### src/rtl/dmem_arbiter_pkg.sv
// Shared types for the data-memory port arbiter: memory handshake
// structs, arbiter states and the round-robin winner selection.
package dmem_arbiter_pkg;

   localparam int unsigned DataWidth = 32;

   // Requester -> memory side of the valid/yumi handshake.
   typedef struct packed {
      logic [DataWidth-1:0] write_data;
      logic                 valid;
      logic                 wen;
      logic                 byte_not_word;
      logic                 yumi;
   } mem_in_s;

   // Memory -> requester side of the valid/yumi handshake.
   typedef struct packed {
      logic                 yumi;
      logic                 valid;
      logic [DataWidth-1:0] read_data;
   } mem_out_s;

   typedef enum logic [1:0] {
      ARB_IDLE,
      ARB_REQ,
      ARB_RESP
   } arb_state_e;

   // A lone requester always wins; on a tie the priority pointer decides.
   function automatic logic pick_winner(input logic v0, input logic v1,
                                        input logic prio);
      logic w;
      w = 1'b0;
      if (v0 && v1) begin
         w = prio;
      end else if (v1) begin
         w = 1'b1;
      end
      return w;
   endfunction

endpackage

### src/rtl/dmem_watchdog.sv
// Per-transaction watchdog: a saturating cycle counter that clears at the
// start of each transaction and a sticky error flag raised when the count
// reaches the timeout while a transaction is in flight.
module dmem_watchdog #(
   parameter int unsigned timeout_cycles_p = 255,
   parameter int unsigned cnt_width_p      = 8
) (
   input  logic clk,
   input  logic reset,
   input  logic clear_i,
   input  logic run_i,
   output logic err_o
);

   localparam logic [cnt_width_p-1:0] Timeout = cnt_width_p'(timeout_cycles_p);

   logic [cnt_width_p-1:0] cnt_q;
   logic [cnt_width_p-1:0] cnt_d;
   logic                   err_q;
   logic                   err_d;

   // Next count and next error flag.
   always_comb begin
      cnt_d = cnt_q;
      err_d = err_q;
      if (clear_i) begin
         cnt_d = '0;
      end else if (run_i && (cnt_q != '1)) begin
         cnt_d = cnt_q + 1'b1;
      end
      // Gated by run_i so a count left at the timeout value after a
      // completed transaction cannot flag an error while idle.
      if (run_i && (cnt_q == Timeout)) begin
         err_d = 1'b1;
      end
   end

   // Counter and sticky error registers.
   always_ff @(posedge clk or negedge reset) begin
      if (!reset) begin
         cnt_q <= '0;
         err_q <= 1'b0;
      end else begin
         cnt_q <= cnt_d;
         err_q <= err_d;
      end
   end

   assign err_o = err_q;

endmodule

### src/rtl/dmem_arbiter.sv
// Round-robin arbiter sharing the single data-memory port between the core
// LD/ST path (requester 0) and the network data loader (requester 1).
// One transaction is outstanding at a time; a watchdog flags stalls.
module dmem_arbiter
   import dmem_arbiter_pkg::*;
#(
   parameter int unsigned timeout_cycles_p = 255,
   parameter int unsigned cnt_width_p      = 8
) (
   input  logic        clk,
   input  logic        reset,
   input  mem_in_s     req0_i,
   input  logic [31:0] req0_addr_i,
   output mem_out_s    resp0_o,
   input  mem_in_s     req1_i,
   input  logic [31:0] req1_addr_i,
   output mem_out_s    resp1_o,
   output mem_in_s     to_mem_o,
   output logic [31:0] mem_addr_o,
   input  mem_out_s    from_mem_i,
   output logic        owner_o,
   output logic        busy_o,
   output logic        err_o
);

   arb_state_e  state_q, state_d;
   logic        owner_q, owner_d;
   logic        prio_q,  prio_d;

   logic        grant;
   logic        winner;
   logic        sel_idx;
   logic        start;
   mem_in_s     req_sel;
   logic [31:0] addr_sel;
   mem_out_s    resp_sel;

   // Arbitration and requester selection: the winner while idle, the
   // latched owner once a transaction is under way.
   always_comb begin
      winner   = pick_winner(req0_i.valid, req1_i.valid, prio_q);
      grant    = reset && (req0_i.valid || req1_i.valid);
      sel_idx  = (state_q == ARB_IDLE) ? winner : owner_q;
      req_sel  = sel_idx ? req1_i : req0_i;
      addr_sel = sel_idx ? req1_addr_i : req0_addr_i;
   end

   // Next-state and handshake routing.
   always_comb begin
      state_d    = state_q;
      owner_d    = owner_q;
      prio_d     = prio_q;
      start      = 1'b0;
      to_mem_o   = '0;
      mem_addr_o = '0;
      resp_sel   = '0;
      resp0_o    = '0;
      resp1_o    = '0;
      unique case (state_q)
         ARB_IDLE: begin
            if (grant) begin
               to_mem_o   = req_sel;
               mem_addr_o = addr_sel;
               owner_d    = winner;
               start      = 1'b1;
               // Zero-wait grant: an accept in the grant cycle skips ARB_REQ.
               if (from_mem_i.yumi) begin
                  resp_sel.yumi = 1'b1;
                  state_d       = ARB_RESP;
               end else begin
                  state_d = ARB_REQ;
               end
            end
         end
         ARB_REQ: begin
            if (!req_sel.valid) begin
               state_d = ARB_IDLE;
            end else begin
               to_mem_o   = req_sel;
               mem_addr_o = addr_sel;
               if (from_mem_i.yumi) begin
                  resp_sel.yumi = 1'b1;
                  state_d       = ARB_RESP;
               end
            end
         end
         ARB_RESP: begin
            to_mem_o.yumi      = req_sel.yumi;
            resp_sel.valid     = from_mem_i.valid;
            resp_sel.read_data = from_mem_i.read_data;
            if (from_mem_i.valid && req_sel.yumi) begin
               state_d = ARB_IDLE;
               prio_d  = ~owner_q;
            end
         end
         default: begin
            state_d = ARB_IDLE;
         end
      endcase
      if (sel_idx) begin
         resp1_o = resp_sel;
      end else begin
         resp0_o = resp_sel;
      end
   end

   // Arbiter state, owner and priority pointer.
   always_ff @(posedge clk or negedge reset) begin
      if (!reset) begin
         state_q <= ARB_IDLE;
         owner_q <= 1'b0;
         prio_q  <= 1'b0;
      end else begin
         state_q <= state_d;
         owner_q <= owner_d;
         prio_q  <= prio_d;
      end
   end

   assign owner_o = owner_q;
   assign busy_o  = (state_q != ARB_IDLE);

   dmem_watchdog #(
      .timeout_cycles_p (timeout_cycles_p),
      .cnt_width_p      (cnt_width_p)
   ) u_watchdog (
      .clk     (clk),
      .reset   (reset),
      .clear_i (start),
      .run_i   (busy_o),
      .err_o   (err_o)
   );

endmodule

### config.mk
export PLATFORM = sky130hd
export DESIGN_NAME = dmem_arbiter
export DESIGN_NICKNAME = d
export VERILOG_FILES = /design/src/rtl/dmem_arbiter_pkg.sv /design/src/rtl/dmem_watchdog.sv /design/src/rtl/dmem_arbiter.sv
export SDC_FILE = /design/constraint.sdc
export NUM_CORES = 1
export LEC_CHECK = 0
export ABC_AREA = 1
export CAP_MARGIN = 0
export CORE_ASPECT_RATIO = 0.9
export CORE_MARGIN = 10
export CORE_UTILIZATION = 26
export DETAILED_ROUTE_END_ITERATION = 8
export PLACE_DENSITY = 0.8
export SKIP_CTS_REPAIR_TIMING = 1
export SKIP_LAST_GASP = 1
export SLEW_MARGIN = 15
export SYNTH_ARGS = -nofsm -noshare
export SYNTH_HDL_FRONTEND = slang
export SYNTH_HIERARCHICAL = 1
export SYNTH_SLANG_ARGS = --single-unit
export TNS_END_PERCENT = 10
### constraint.sdc
create_clock -name clk -period 1.6 [get_ports clk]
set_clock_uncertainty 0.1 [all_clocks]
set_input_delay 0.32 -clock clk [delete_from_list [all_inputs] [get_ports clk]]
set_output_delay 0.32 -clock clk [all_outputs]
set_load 0.03 [all_outputs]
# Word-level counts from Yosys, hierarchy flattened
# Cells that the tools add are included.
classes:
  add_sub_neg: 1
  n_eq_ne: 7
  mux: 29
  n_bitwise: 1
  n_reduce_logical: 12
ops:
  columns: ["op", "n"]
  rows:
  - ["two-way mux 36 bit", 3]
  - ["two-way mux 32 bit", 3]
  - ["one-hot mux 35 bit (2 select lines)", 1]
  - ["two-way mux 34 bit", 2]
  - ["one-hot mux 32 bit (2 select lines)", 1]
  - ["two-way mux 33 bit", 1]
  - ["two-way mux 8 bit", 2]
  - ["two-way mux 2 bit", 5]
  - ["adder 8 x 1 -> 8 bit (second input constant)", 1]
  - ["== test 8 bit (second input constant)", 1]
  - ["two-way mux 1 bit", 8]
  - ["!= test 8 bit (second input constant)", 1]
  - ["one-hot mux 2 bit (3 select lines)", 1]
  - ["logical AND 1 bit", 5]
  - ["!= test 2 bit (second input constant)", 2]
  - ["AND reduction 2 bit", 2]
  - ["nonzero test 2 bit", 2]
  - ["!= test 3 bit (second input constant)", 1]
  - ["one-hot mux 1 bit (3 select lines)", 1]
  - ["AND reduction 3 bit", 1]
  - ["== test 2 x 1 -> 1 bit (second input constant)", 1]
  - ["== test 2 bit (second input constant)", 1]
  - ["logical NOT 2 bit", 1]
  - ["one-hot mux 1 bit (2 select lines)", 1]
  - ["2 further kinds", 2]
totals:
  reg_bits: 13
  in_bits: 172
  output_inout_bits: 139
  elab_cells: 55

# Depth between registers and ports, before layout
depth:
  ltp_word: 7
  mapped_depth: 10
  mapped_depth_nobuf: 8

# Hierarchy
# The synthesis kept the hierarchy.
modules_own_cells:
  columns: ["mod", "n_inst", "cells_each", "area_each_um2", "seq_area_each_um2"]
  rows:
  - ["dmem_arbiter", 1, 481, 2200.9, 100.1]
  - ["dmem_watchdog", 1, 73, 539.3, 225.2]

# Least setup slack after synthesis
# No wires, ideal clock.
synth_timing:
  path_type: "reg2out"
  start: "register state_q[0]"
  end: "output mem_addr_o[12]"
  arrival_time_ns: 1.801
  t_required_ns: 1.180
  slack_ns: -0.621
  stages_incl_launch_ff: 10
  path_buffers: 2
  cell_sequence: "dfrtp_1 inv_2 nand2_2 nand2_2 nand2_4 inv_2 buf_6 buf_2 nand2_1 a21oi_1"
synth_between:
  elab_chain_len: 5
  word_cells_on_any_way: 8
  cone_classes: "eq/ne (1); mux (6); reduce/logical (1)"
synth_rtl:
  columns: ["element", "line", "rtl"]
  rows:
  - ["from (decl)", "dmem_arbiter.sv:26", "arb_state_e state_q, state_d;"]
  - ["from (signal assigned)", "dmem_arbiter.sv:114", "state_q <= state_d;"]
  - ["logical NOT 2 bit", "dmem_arbiter.sv:43, dmem_arbiter.sv:59", null]
  - ["two-way mux 1 bit", "dmem_arbiter.sv:43", "sel_idx = (state_q == ARB_IDLE) ? winner : owner_q;"]
  - ["two-way mux 32 bit or two-way mux 36 bit (tied branches)", "dmem_arbiter.sv:45, dmem_arbiter.sv:44", null]
  - ["two-way mux 32 bit (on tied branches)", "dmem_arbiter.sv:76, dmem_arbiter.sv:61", null]
  - ["one-hot mux 32 bit (2 select lines) (*)", "dmem_arbiter.sv:59", "unique case (state_q)"]
  - ["to (decl)", "dmem_arbiter.sv:19", "output logic [31:0] mem_addr_o,"]
# Mark *: on every way between the ends. The rest lies on a longest branch, timed or not.

# Worst setup path in the final report
# Ends and elaborated chain as after synthesis.

==> run metrics <==
top_reg_cell synth=dfrtp_1; Internal=about 0.0051 W; Async SR Flop Fraction=between 90% and 100%; die width=128.2 um; gr usage total=20.39%; CP startpoint kind=register; vias in the first global route=slightly below 5000; min Tclk post-route=about 2300 ps; failing checks=negative setup slack; Worst Hold Class=in2reg; clock share of power=under 10%; LEAKAGE=3.947 nW; Remaining DRCs=0; Critical Path Most Common Cell=nand2_4; final std cells w/o fill=about 1000; Post-Syn Nets=727; post-synthesis simple-gate area fraction=between 40 and 50%; ant diodes=0; combinational share of power=91.0%; grt ovf=0; Final Util=between 70% and 80%; sequential power share=roughly 4.7%; power per standard cell area=around 1500 mW/mm2; GRT met1 Usage=20.78%; Fin. Hold Viols=0; global-route wire length before repair=25610 um; adder-cell share of the synthesized area=less than 1%; Synth area leaders=inv_1, nand3_1, nand2_1; Synth Instances=around 550; number of synthesized register bits=13; compound-cell area share of the yosys netlist=about 14%; maximum fanout along the worst path=14; average wire per standard cell=roughly 17 um; outcome=finished, violations left; worst rel slew slack=between 70% and 80%; Net Sw Frac=53.96%; final period utilization=141.8%; CTS tree=yes; IO Pins=~310; die area=about 0.015 mm2; max-slew violations=0; Synth top area share=roughly 21%; cell taking the most area after synthesis=inv_1; Die Ht=approximately 120 um; placed cell count=between 1000 and 1500; Post-synth EDFFs=0; fin worst setup slack=-669.2 ps; Total Wirelength=about 18000 um; post-synthesis cell type count=23; input/output buffers=slightly above 300; Yosys warnings=6; Avg Inst Size Synth=between 4 and 5 um2; Commonest cells post-synth=inv_1, nand2_1, nand3_1, nor2_1, o21ai_1; Skew-Pair Late Insertion Delay=roughly 240 ps; layout cells sized above 1=between 30% and 40%; Final setup viols=139; Longest Clk Path Bufs=2; Net Switching=approximately 0.0059 W; via count=roughly 4800; Root Buffer=clkbuf_16; worst path required time=roughly 1200 ps; WP data arrival=~1900 ps; total of max-cap violations=0; initial core utilization=a little over a quarter; Final ANT Viol Nets=0; # H-tree levels=1; Fillers=between 700 and 800; Setup CP Type=reg2out; First-pass DRT Iterations=4; Final HPWL DP=approximately 14000 um; mux cell area share after synthesis=0%; part of the Yosys area used for sequential elements=a little under an eighth; fmax=roughly 440 MHz; Core Area=0.01025 mm2; Reg clk slew, reported paths=50 ps; Clock Sinks=13; CP Capture Type=output pin; Reg2Reg Setup Slack=-80 ps; GP Congestion=0.9182; largest family of logic cells by synthesized area=simple AND/OR/NAND/NOR gates; Post-Synth XOR/XNOR Area=0%; Core Rows=35; Critical Path Slowest Stage Cell=dfrtp_2; DR vias/cell=about 4.7; RSZ-0062 raised after global routing=true; Worst VDD drop=around 1200 uV; synthesized area=0.002740 mm2; grt peak-use layer=met2; most common cell in the netlist=inv_1; Worst path max stage delay=~440 ps; Cell Chain, Critical Path=inv_2, nand2_8, nand2_4, nand2_4, inv_8, buf_12, buf_6, nand2_1, a21oi_4, buf_4; largest net degree at the start of global routing=40; met3 GRT Util=under 10%; met2 Track Usage GR=between 30% and 40%; net total in the final layout=roughly 1100; DR iter-0 viols=about 260; Worst Tran Pin Value=~340 ps; area delta synth->final=169.0%; total CTS buffers=3; initial antenna violation count=0
## cells by family after synthesis
group / after synthesis
AOI/OAI and AO/OA: 77
adders and majority gates: 1
buffers and inverters: 191
DFF: 13
and+or+nand+nor: 272
## routing by layer
layer	routed length, um	up-vias
met3	1938	35
met1	6110	2193
met2	9394	258
li1	-	2355
met5	0	-
met4	500	0
## power groups by stage
stage	Clock [W]	Combinational [W]	Sequential, W
after floorplan	0	0.00565	0.000505
after global placement	0	0.00901	0.000499
after detailed placement	0	0.00917	0.000505
after CTS	0.000489	0.00920	0.000504
after global routing	0.000497	0.0106	0.000520
final	0.000477	0.00999	0.000513
## layout by cell type (no fill, tap or decap), types with 2 or more instances in the layout
cell type and count:
nand3_2 2, o21ai_2 33, inv_1 142, nand2_4 3, nor2_4 62, nor2_2 7
buf_6 17, buf_12 38, o21ai_1 25, o21bai_1 2, a21oi_1 3, dfrtp_1 11
clkdlybuf4s50_1 170, o21ai_4 3, nor2_1 9, buf_4 144, nand2_2 21, nand3_1 82
nand2_1 78, inv_2 11, o21ai_0 9, nand4_1 4, clkbuf_16 8, nand3_4 2
dlymetal6s2s_1 2, dfrtp_2 2
## registers in the layout, indices dropped and copies added, names as in the netlist
name and cells:
u_watchdog/err_o 1, u_watchdog/cnt_q 8, state_q 2, prio_q 1
owner_o 1
## area by class of cell
cell class	count	area (um2)	share of cell area (%)
well taps	129	161.4	2.190
clock buffers	4	78.83	1.069
repair buffers	376	3885	52.71
inverters	155	593.1	8.046
flip-flops and latches	13	327.8	4.447
multi-input cells	350	2325	31.54
## final timing paths
path	startpoint	cells after the start	to
max in group asynchronous	reset	2	state_q[0]
min reg2reg	u_watchdog/err_o	1	u_watchdog/err_o
max reg2reg	state_q[1]	8	prio_q
min	req1_i[3]	3	owner_o
max	state_q[0]	10	mem_addr_o[12]
min in group asynchronous	reset	2	u_watchdog/cnt_q[6]
## critical path: cells and delay by family, from the launching register on
kind	cells	cell delay, ps
compound gates	1	140
buf+inv	5	690
flops	1	440
simple gates	4	340
## metrics by stage
step                      area (um2)  setup slack (ps)  total power, W  hold slack [ps]  TNS [ps]
after global placement          6912            -734.3        0.009509            368.0    -88110
after floorplan                 3390            -238.1        0.006156           -75.59    -25940
final                           7371            -669.2         0.01097            361.8    -78470
after global routing            7371            -758.4         0.01163            390.9    -90820
after CTS                       6990            -805.1         0.01019            364.0    -95660
after detailed placement        6912            -803.6        0.009674            369.7    -97440
Note: power is estimated with default switching activity, not from simulation.
